`src/rtl/multdiv_ctrl.sv`:
```
`default_nettype none
// ============================================================================
// Module      : multdiv_ctrl
// Description : Sequencing controller for signed 32-bit multiply (radix-2
//               Booth) and divide (restoring, on magnitudes, truncating
//               toward zero). One step per clock runs on a single shared
//               add/subtract datapath. Each operation takes 33 cycles from
//               the accepting edge to the result_ready pulse.
// Ports       :
//   clock        in   rising-edge clock
//   reset_n      in   asynchronous active-low reset
//   start_mult   in   multiply request (wins if start_div is also high)
//   start_div    in   divide request
//   operand_a    in   multiplicand / dividend, captured at the accepting edge
//   operand_b    in   multiplier / divisor, captured at the accepting edge
//   result       out  low half of the product, or the quotient
//   exception    out  product overflow, divide-by-zero or MIN/-1 overflow
//   result_ready out  one-cycle pulse, result and exception valid
//   busy         out  operation in progress, starts are ignored
// Revision    : 1.0 - initial release
// ============================================================================
module multdiv_ctrl #(
    parameter int WIDTH = 32,
    parameter int ITER  = 32
) (
    input  logic             clock,
    input  logic             reset_n,
    input  logic             start_mult,
    input  logic             start_div,
    input  logic [WIDTH-1:0] operand_a,
    input  logic [WIDTH-1:0] operand_b,
    output logic [WIDTH-1:0] result,
    output logic             exception,
    output logic             result_ready,
    output logic             busy
);

    localparam int CNT_W = $clog2(ITER + 1);
    localparam logic [CNT_W-1:0] C_LAST_STEP = CNT_W'(ITER - 1);

    typedef enum logic [1:0] {
        S_IDLE = 2'd0,
        S_RUN  = 2'd1,
        S_FIX  = 2'd2,
        S_DONE = 2'd3
    } state_t;

    state_t           r_state;
    logic [CNT_W-1:0] r_count;
    logic             r_is_div;
    logic             r_neg;       // divide: quotient must be negated
    logic             r_div_zero;  // divide: divisor was zero
    // Multiply: r_hi = accumulator, r_lo = multiplier shifting right,
    //           r_lo_m1 = Booth's extra bit below r_lo[0].
    // Divide:   r_hi = partial remainder, r_lo = dividend shifting out
    //           at the top while quotient bits shift in at the bottom.
    logic [WIDTH-1:0] r_hi;
    logic [WIDTH-1:0] r_lo;
    logic             r_lo_m1;
    logic [WIDTH-1:0] r_opb;       // multiplicand, or divisor magnitude

    // ------------------------------------------------------------------
    // Operand magnitudes for divide (0x80000000 maps to itself, which is
    // the correct unsigned magnitude).
    // ------------------------------------------------------------------
    logic [WIDTH-1:0] w_a_mag;
    logic [WIDTH-1:0] w_b_mag;
    assign w_a_mag = operand_a[WIDTH-1] ? (~operand_a + 1'b1) : operand_a;
    assign w_b_mag = operand_b[WIDTH-1] ? (~operand_b + 1'b1) : operand_b;

    // ------------------------------------------------------------------
    // Shared adder
    // ------------------------------------------------------------------
    logic             w_booth_en;
    logic             w_booth_sub;
    logic [WIDTH:0]   w_part;      // shifted partial remainder, 33 bits
    logic [WIDTH-1:0] w_add_x;
    logic [WIDTH-1:0] w_add_y;
    logic             w_sub;
    logic [WIDTH:0]   w_sum_full;
    logic [WIDTH-1:0] w_sum;
    logic             w_cout;

    assign w_booth_en  = r_lo[0] ^ r_lo_m1;
    assign w_booth_sub = r_lo[0] & ~r_lo_m1;
    assign w_part      = {r_hi, r_lo[WIDTH-1]};

    assign w_add_x    = r_is_div ? w_part[WIDTH-1:0] : r_hi;
    assign w_sub      = r_is_div ? 1'b1 : w_booth_sub;
    assign w_add_y    = r_opb ^ {WIDTH{w_sub}};
    assign w_sum_full = {1'b0, w_add_x} + {1'b0, w_add_y} + {{WIDTH{1'b0}}, w_sub};
    assign w_sum      = w_sum_full[WIDTH-1:0];
    assign w_cout     = w_sum_full[WIDTH];

    // Multiply step: the accumulator can overflow when the multiplicand is
    // the most negative value, so the bit shifted into the top is the true
    // sign of the sum rather than its raw MSB.
    logic             w_add_ovf;
    logic             w_true_sign;
    logic [WIDTH-1:0] w_mul_hi;
    logic             w_mul_sign;
    assign w_add_ovf   = (w_add_x[WIDTH-1] == w_add_y[WIDTH-1]) &&
                         (w_sum[WIDTH-1] != w_add_x[WIDTH-1]);
    assign w_true_sign = w_sum[WIDTH-1] ^ w_add_ovf;
    assign w_mul_hi    = w_booth_en ? w_sum : r_hi;
    assign w_mul_sign  = w_booth_en ? w_true_sign : r_hi[WIDTH-1];

    // Divide step: carry-out means no borrow. A set bit shifted out of the
    // remainder already guarantees the shifted value exceeds the divisor.
    logic             w_ge;
    logic [WIDTH-1:0] w_rem;
    assign w_ge  = w_part[WIDTH] | w_cout;
    assign w_rem = w_ge ? w_sum : w_part[WIDTH-1:0];

    // ------------------------------------------------------------------
    // Final result formation
    // ------------------------------------------------------------------
    logic [WIDTH:0]   w_prod_top;  // product[63:31]
    logic             w_mul_exc;
    logic [WIDTH-1:0] w_q_neg;
    assign w_prod_top = {r_hi, r_lo[WIDTH-1]};
    assign w_mul_exc  = !((&w_prod_top) || (~|w_prod_top));
    assign w_q_neg    = ~r_lo + 1'b1;

    // ------------------------------------------------------------------
    // Control FSM with registered outputs
    // ------------------------------------------------------------------
    always_ff @(posedge clock or negedge reset_n) begin
        if (!reset_n) begin
            r_state      <= S_IDLE;
            r_count      <= '0;
            r_is_div     <= 1'b0;
            r_neg        <= 1'b0;
            r_div_zero   <= 1'b0;
            r_hi         <= '0;
            r_lo         <= '0;
            r_lo_m1      <= 1'b0;
            r_opb        <= '0;
            result       <= '0;
            exception    <= 1'b0;
            result_ready <= 1'b0;
            busy         <= 1'b0;
        end else begin
            case (r_state)
                S_IDLE, S_DONE: begin
                    result_ready <= 1'b0;
                    if (start_mult || start_div) begin
                        r_count <= '0;
                        r_hi    <= '0;
                        r_lo_m1 <= 1'b0;
                        busy    <= 1'b1;
                        r_state <= S_RUN;
                        if (start_mult) begin
                            r_is_div   <= 1'b0;
                            r_lo       <= operand_b;
                            r_opb      <= operand_a;
                            r_neg      <= 1'b0;
                            r_div_zero <= 1'b0;
                        end else begin
                            r_is_div   <= 1'b1;
                            r_lo       <= w_a_mag;
                            r_opb      <= w_b_mag;
                            r_neg      <= operand_a[WIDTH-1] ^ operand_b[WIDTH-1];
                            r_div_zero <= (operand_b == '0);
                        end
                    end else begin
                        r_state <= S_IDLE;
                    end
                end

                S_RUN: begin
                    if (r_is_div) begin
                        r_hi <= w_rem;
                        r_lo <= {r_lo[WIDTH-2:0], w_ge};
                    end else begin
                        r_hi    <= {w_mul_sign, w_mul_hi[WIDTH-1:1]};
                        r_lo    <= {w_mul_hi[0], r_lo[WIDTH-1:1]};
                        r_lo_m1 <= r_lo[0];
                    end
                    r_count <= r_count + 1'b1;
                    if (r_count == C_LAST_STEP) begin
                        r_state <= S_FIX;
                    end
                end

                S_FIX: begin
                    if (!r_is_div) begin
                        result    <= r_lo;
                        exception <= w_mul_exc;
                    end else if (r_div_zero) begin
                        result    <= '0;
                        exception <= 1'b1;
                    end else if (r_neg) begin
                        result    <= w_q_neg;
                        exception <= 1'b0;
                    end else begin
                        // A positive quotient with the top bit set can only
                        // come from MIN / -1.
                        result    <= r_lo;
                        exception <= r_lo[WIDTH-1];
                    end
                    result_ready <= 1'b1;
                    busy         <= 1'b0;
                    r_state      <= S_DONE;
                end

                default: begin
                    r_state <= S_IDLE;
                end
            endcase
        end
    end

endmodule
`default_nettype wire

```
`config.mk`:
```
export PLATFORM = sky130hd
export DESIGN_NAME = multdiv_ctrl
export DESIGN_NICKNAME = d
export VERILOG_FILES = /design/src/rtl/multdiv_ctrl.sv
export SDC_FILE = /design/constraint.sdc
export NUM_CORES = 1
export LEC_CHECK = 0
export CORE_MARGIN = 2
export CORE_UTILIZATION = 35
export CTS_BUF_LIST = sky130_fd_sc_hd__clkbuf_16
export DETAILED_ROUTE_END_ITERATION = 10
export GPL_TIMING_DRIVEN = 0
export PLACE_DENSITY = 0.55
export SETUP_SLACK_MARGIN = 0.15
export SLEW_MARGIN = 25
export SYNTH_ARGS = -nofsm -noshare
export SYNTH_HDL_FRONTEND = slang
export SYNTH_SLANG_ARGS = --single-unit
```
`constraint.sdc`:
```
create_clock -name clock -period 8.7 [get_ports clock]
set_input_delay 1.74 -clock clock [delete_from_list [all_inputs] [get_ports clock]]
set_output_delay 1.74 -clock clock [all_outputs]
set_load 0.005 [all_outputs]
```
==> qor.csv, run 1 <==
stage,metric,value,unit
outcome,status,"finished, final reports clean",
pwr,pwr-share-comb,69.6,%
detailed_routing,first_pass_iters,6,
global_route,first_global_vias,11865,
pwr,swShare,54.3,%
floorplan,start_util,35.6,%
final_layout,multi_input_area,0.00816,mm^2
pwr,power.share.clock,11.2,%
floorplan,core,0.0345,mm^2
final_layout,drive_above_1_share,6.36,%
timing,maxSlewHeadroom,36.9,%
clocking,clock_sinks,143,
synth,synth_area,0.0123,mm^2
timing,period_share,80.0,%
timing,tightest_slew,0.943,ns
pwr,cellPowerDensity,471,mW/mm^2
critical_path,critPathArrivalTime,7.22,ns
timing,skew,0.0136,ns
floorplan,die_x,191,um
critical_path,criticalPathCategory,reg -> reg,
pwr,power.total,6840,uW
global_route,grtUsageTotal,26.7,%
floorplan,die_h,191,um
detailed_routing,drt-total-wl,48.7,mm
placement,dp.cells,2090,
synth,yosys.area.top_type,dfrtp_1,
critical_path,cp_max_fo,10,
pwr,power.internal,3130,uW
detailed_routing,drtIter0Drc,1553,
timing,fin_tns_setup,0,ns
clocking,clk_pin_slew,0.07,ns
synth,synth_flop_cell,dfrtp_1,
global_route,overflow,0,
global_route,grt_pass1_wl,74.4,mm
critical_path,slowest_stage,o41ai_2,
synth,ys_types,76,
synth,syn_nets,1641,
synth,yosysSeqAreaShare,29.1,%
clocking,clk_latency,0.45,ns
global_route,antenna_found_initial,0,
detailed_routing,wl_per_cell,23.0,um
timing,slew_violations,0,
final_layout,fin_nets,1763,
critical_path,path_common_cell,clkbuf_1,
synth,synth_top_area_share,29.1,%
clocking,cts_made_buffers,17,
synth,synth_area_leaders,"dfrtp_1 (29%), a21oi_1 (6.0%), xnor2_1 (5.4%)",
placement,gp_congestion,0.938,
min_path,hold_path_class,reg -> reg,
synth,synthArstFlopShare,100,%
synth,synthCells,1532,
final_layout,instances_no_fill,2122,
pwr,leakage,0.00587,uW
flow_run,cap_violations,0,
final_layout,seq_area,0.00358,mm^2
final_layout,area_delta_synth_final,18.2,%
global_route,grt_max_degree,83,
synth,synth-edff-count,0,
detailed_routing,vias,12842,
clocking,cts_tree,built,
detailed_routing,route.detailed.drc,0,
final_layout,fillerInstances,3581,
pwr,seqPwrFrac,19.2,%
synth,synth_warnings,0,
pwr,p_switching,3710,uW
critical_path,critPathBufInv,4,
floorplan,die_area,0.0366,mm^2
placement,portBuffers,102,
timing,hold_viol,0,
critical_path,slowest_delay,0.71,ns
critical_path,start_kind,flop,
synth,syn_area_per_cell,8.02,um^2
clocking,clockRootBuffer,clkbuf_16,
clocking,post_cts_buffers,0,
critical_path,path_cells,clkbuf_1 > buf_1 > clkbuf_1 > mux2_2 > ha_1 > clkbuf_1 > nand4_1 > a211oi_1 > o22ai_1 > o41ai_2 > a21oi_1 > a21oi_1 > a21o_1 > a21o_1 > fa_1 > nand2_1 > and3_1 > o21ai_0 > o21ai_0 > a41oi_1,
detailed_routing,avgViaCountPerCell,6.05,
timing,rsz0062_at_grt,no,
critical_path,worstPathRequired,8.96,ns
final_layout,num_antenna_cells,0,
timing,setup-violations-final,0,
critical_path,end_kind,flop,
clocking,cts_hold_buf,0,
synth,yosys_register_bits,143,
floorplan,ios,103,
timing,max_clock_freq,144,MHz
clocking,cts_resized,0,
pwr,max-vdd-ir-drop,0.188,mV
critical_path,critPathTopFamily,compound AO/OA/AOI/OAI gates,
timing,period_minus_slack,6.96,ns
clocking,cts_htree_levels,4,
detailed_routing,ant_nets,0,
floorplan,fp-row-count,68,
placement,dpl.hpwl,37.3,mm
clocking,clk_path_buf_depth,2,
worst paths after layout:
check / from / end / slack, ns / cells after the start
hold reg to reg: result[5]$_DFFE_PN0P_ / result[5]$_DFFE_PN0P_ / 0.48 / 1
setup / recovery: r_is_div$_DFFE_PN0P_ / r_hi[30]$_DFFE_PN0P_ / 1.74 / 20
max in group asynchronous: reset_n / r_hi[23]$_DFFE_PN0P_ / 6.67 / 2
setup reg to reg: r_is_div$_DFFE_PN0P_ / r_hi[30]$_DFFE_PN0P_ / 1.74 / 20
min in group asynchronous: reset_n / result[26]$_DFFE_PN0P_ / 1.23 / 1
hold / removal: result[5]$_DFFE_PN0P_ / result[5]$_DFFE_PN0P_ / 0.48 / 1
layer usage:
metal | vias to the layer above | track usage [%] | wire [um]
met4 | 0 | 8.82 | 1400
met1 | 6293 | 38.6 | 22300
li1 | 5863 | - | -
met3 | 73 | 4.20 | 3710
met2 | 613 | 40.4 | 21300
met5 | - | 0 | 0
cell families after synthesis:
kind of cell / Yosys count / share of synthesized area, %
buffers and inverters: 139 / 4.61
DFF: 143 / 29.1
adders and majority gates: 41 / 4.30
xor gates and xnor gates: 126 / 8.98
and+or+nand+nor: 474 / 18.0
muxes: 100 / 8.50
AOI/OAI and AO/OA: 509 / 26.5
flip-flops by register name (all words and copies together) (netlist names), 2 cells and up:
register,cells
r_count,6
r_hi,32
r_lo,32
r_opb,32
r_state,2
result,32
layout by cell type (no fill, tap or decap), drive strengths merged, types with 11 or more instances in the layout:
cell,synthesis,routed
a211oi,11,11
a21o,28,28
a21oi,147,147
a22oi,15,15
a31oi,15,15
buf,22,24
clkbuf,92,109
clkdlybuf4s50,0,101
dfrtp,143,143
ha,39,39
inv,25,36
mux2,35,35
mux2i,65,65
nand2,173,173
nand3,29,29
nand4,21,21
nor2,124,124
nor3,27,27
nor4,22,22
o211ai,11,11
o21a,13,13
o21ai,135,135
o2bb2ai,13,13
o31ai,23,23
o41ai,11,11
or4,14,14
xnor2,76,76
xor2,50,50
worst register-to-register path: cells and delay by family, from the launching register on:
kind            cells  cell delay (ns)
buf+inv             4             2.07
mux                 1             0.42
fa+ha+maj           2             0.71
flops               1             0.52
compound gates     10             2.66
simple gates        3             0.40
power groups by stage:
stage / logic, uW / registers, uW / clock network (uW)
2_1_floorplan: 3200 / 1210 / 0
3_3_place_gp: 4610 / 1300 / 0
3_5_place_dp: 4650 / 1310 / 0
4_1_cts: 4680 / 1300 / 774
5_1_grt: 5160 / 1350 / 799
6_report: 4760 / 1320 / 767
cells in the mapped netlist (21+ instances only):
library cell  number
ha_1              39
o31ai_1           22
xnor2_1           76
nor3_1            27
nor4_1            22
nand4_1           21
nand3_1           29
nand2_1          173
xor2_1            50
a21oi_1          147
o21ai_0          132
inv_1             24
mux2_2            35
a21o_1            28
dfrtp_1          143
nor2_1           124
clkbuf_1          91
mux2i_1           65
stage by stage:
stage	worst slack, ns	hold WS, ns	area [um^2]	util (%)
global route	1.42	0.499	14500	42.0
floorplan	3.81	0.465	12300	-
global placement	-0.281	0.465	13900	40.2
CTS	1.90	0.486	14500	42.0
finish	1.74	0.478	14500	42.0
detailed placement	1.94	0.470	13900	40.3
area by class of cell:
cell class / count / share of cell area [%]
Sequential cell: 143 / 24.6
Buffer: 114 / 3.26
Timing Repair Buffer: 103 / 7.25
Inverter: 25 / 0.646
Multi-Input combinational cell: 1250 / 56.2
Clock buffer: 17 / 2.93
Clock inverter: 15 / 1.15
Tap cell: 455 / 3.92
Note: power is estimated with default switching activity, not from simulation.
==> run 2: changes to the inputs <==
- PLACE_DENSITY: 0.55 -> 0.57
- clock period: 8.7 -> 5.7 ns (I/O delays scaled with it)
==> qor.csv, run 2 (same netlist as run 1, synthesis figures left out) <==
stage,metric,value,unit,change
final_layout,fin_nets,1764,,+0.057%
floorplan,start_util,35.6,%,unchanged
final_layout,final_common_cell,nand2_1,,
pwr,leakage,0.00595,uW,+1.4%
timing,tightest_slew,0.960,ns,+0.0170 ns
pwr,cellPowerDensity,723,mW/mm^2,+53%
critical_path,start_kind,flop,,
placement,dpl.hpwl,36.9,mm,-1.2%
global_route,first_global_vias,12226,,+3.0%
pwr,max-vdd-ir-drop,0.361,mV,+91%
floorplan,ios,103,,unchanged
critical_path,path_cells,buf_4 > buf_4 > clkbuf_4 > mux2_2 > ha_1 > clkbuf_1 > a21o_1 > a31o_2 > a221oi_2 > o41ai_4 > buf_4 > a21oi_1 > a21oi_2 > a21o_1 > a21o_1 > fa_1 > nand2_1 > and3_1 > o21ai_0 > o21ai_0 > a41oi_1,,
placement,portBuffers,102,,unchanged
clocking,cts_htree_levels,4,,unchanged
critical_path,critPathTopFamily,compound AO/OA/AOI/OAI gates,,
global_route,grt_pass1_wl,74.6,mm,+0.25%
final_layout,layout_common_cells,"nand2_1 (173), a21oi_1 (146), dfrtp_1 (143)",,
clocking,clockRootBuffer,clkbuf_16,,
final_layout,fin_area,0.0146,mm^2,+0.74%
final_layout,drive_above_1_share,7.49,%,+1.1 points
timing,fin_tns_setup,0,ns,unchanged
detailed_routing,vias,12913,,+0.55%
floorplan,die_area,0.0366,mm^2,unchanged
timing,period_share,94.4,%,+14 points
placement,gp_congestion,0.944,,+0.62%
clocking,clock_sinks,143,,unchanged
critical_path,slowest_delay,0.51,ns,-0.20 ns
critical_path,criticalPathCategory,reg -> reg,,
pwr,swShare,53.9,%,-0.35 points
global_route,antenna_found_initial,1,,+1
clocking,cts_made_buffers,17,,unchanged
flow_run,cap_violations,0,,unchanged
timing,hold_viol,0,,unchanged
pwr,pwr-share-comb,69.7,%,about the same
floorplan,die_x,191,um,unchanged
critical_path,slowest_stage,fa_1,,
critical_path,cp_max_fo,10,,unchanged
timing,hold_ws,0.481,ns,+0.00322 ns
final_layout,num_antenna_cells,0,,unchanged
min_path,hold_path_class,reg -> reg,,
detailed_routing,drtIter0Drc,1382,,-11%
critical_path,critPathArrivalTime,5.73,ns,-1.49 ns
final_layout,area_delta_synth_final,19.0,%,
floorplan,fp-row-count,68,,unchanged
detailed_routing,wl_met3,4.28,mm,+15%
detailed_routing,first_pass_iters,5,,-1
timing,skew,0.0167,ns,+0.00308 ns
global_route,grt_max_degree,77,,-7.2%
critical_path,end_kind,flop,,
placement,post_dp_cell_area,0.0139,mm^2,unchanged
global_route,overflow,0,,unchanged
outcome,status,"finished, final reports clean",,
timing,period_minus_slack,5.38,ns,-1.58 ns
timing,max_clock_freq,186,MHz,+29%
global_route,grtUsageTotal,26.6,%,-0.13 points
clocking,cts_hold_buf,0,,unchanged
final_layout,utilization,42.4,%,+0.31 points
pwr,power.internal,4870,uW,+56%
detailed_routing,route.detailed.drc,0,,unchanged
clocking,clk_path_buf_depth,2,,unchanged
timing,rsz0062_at_grt,no,,
detailed_routing,wl_met2,21.2,mm,-0.42%
timing,setup-violations-final,0,,unchanged
clocking,cts_tree,built,,
detailed_routing,drt-total-wl,48.4,mm,-0.63%
detailed_routing,drt-met1-wl,21.4,mm,-4.4%
critical_path,worstPathRequired,6.05,ns,-2.91 ns
clocking,clk_latency,0.45,ns,about the same
floorplan,core,0.0345,mm^2,unchanged
detailed_routing,avgViaCountPerCell,6.08,,+0.51%
detailed_routing,routed.top_layer,met5,,
final_layout,fillerInstances,3569,,-0.34%
pwr,power.share.clock,11.4,%,+0.2 points
detailed_routing,ant_nets,0,,unchanged
floorplan,die_h,191,um,unchanged
critical_path,critPathBufInv,5,,+1
clocking,clk_pin_slew,0.08,ns,about the same
timing,maxSlewHeadroom,35.8,%,-1.1 points
timing,slew_violations,0,,unchanged
pwr,p_switching,5700,uW,+54%
detailed_routing,wl_per_cell,22.8,um,-0.68%
pwr,seqPwrFrac,18.9,%,-0.3 points
pwr,power.total,10600,uW,+55%
==> run 2: cell count changes in the layout (fill, tap and decap cells not counted), sizes merged <==
cell    delta
buf        +1
clkinv     +1
inv        -2
bufinv     +1
==> run 2: final timing paths <==
path,from,to,slack [ns],cells after the start
worst max-delay path,r_is_div$_DFFE_PN0P_,r_hi[30]$_DFFE_PN0P_,0.32,21
max in group asynchronous,reset_n,r_hi[21]$_DFFE_PN0P_,4.26,2
min in group asynchronous,reset_n,result[26]$_DFFE_PN0P_,0.68,1
worst min-delay path,result[18]$_DFFE_PN0P_,result[18]$_DFFE_PN0P_,0.48,1
worst max register to register,r_is_div$_DFFE_PN0P_,r_hi[30]$_DFFE_PN0P_,0.32,21
worst min register to register,result[18]$_DFFE_PN0P_,result[18]$_DFFE_PN0P_,0.48,1
==> run 2: per-stage QoR <==
| step | cells | setup slack [ns] |
|---|---|---|
| 2_1_floorplan | 1532 | 0.807 |
| 3_3_place_gp | 2089 | -2.68 |
| 3_5_place_dp | 2090 | -1.12 |
| 4_1_cts | 2124 | 0.199 |
| 5_1_grt | 2123 | 0.173 |
| 6_report | 2123 | 0.322 |
==> run 2: cell type report <==
type                       instances  area [um^2]  share of cell area, %
multi-input combinational       1250         8200                   56.1
sequential                       143         3580                   24.5
timing repair buffer             105         1070                   7.30
tap                              455          569                   3.89
buffer                           113          499                   3.41
clock buffer                      17          425                   2.91
clock inverter                    15          194                   1.33
inverter                          25         93.8                  0.641
==> run 2: timing repair <==
item / in CTS / in global routing
resized for setup: 15 / 15
endpoints found under the setup margin: 33 / 25
pin swaps: 1 / 0
setup buffers: 2 / 0
==> run 2: power groups by stage <==
| stage | clock network (uW) | logic, uW | registers [uW] |
|---|---|---|---|
| 2_1_floorplan | 0 | 4880 | 1840 |
| 5_1_grt | 1250 | 8030 | 2050 |
| 3_3_place_gp | 0 | 7040 | 1980 |
| 3_5_place_dp | 0 | 7080 | 1980 |
| 6_report | 1210 | 7370 | 2000 |
| 4_1_cts | 1210 | 7180 | 1970 |
==> run 2: routing by layer <==
metal,GRT usage [%],up-vias
met4,8.91,2
met3,5.34,79
met2,40.5,655
li1,-,5883
met5,0,-
met1,37.5,6294
==> run 2: worst register-to-register path, stage by stage (launching register included) <==
cell,delay [ns]
dfrtp_1,0.48
buf_4,0.25
buf_4,0.28
clkbuf_4,0.29
mux2_2,0.37
ha_1,0.29
clkbuf_1,0.20
a21o_1,0.27
a31o_2,0.24
a221oi_2,0.32
o41ai_4,0.13
buf_4,0.18
a21oi_1,0.26
a21oi_2,0.15
a21o_1,0.20
a21o_1,0.19
fa_1,0.51
nand2_1,0.05
and3_1,0.20
o21ai_0,0.13
o21ai_0,0.11
a41oi_1,0.18
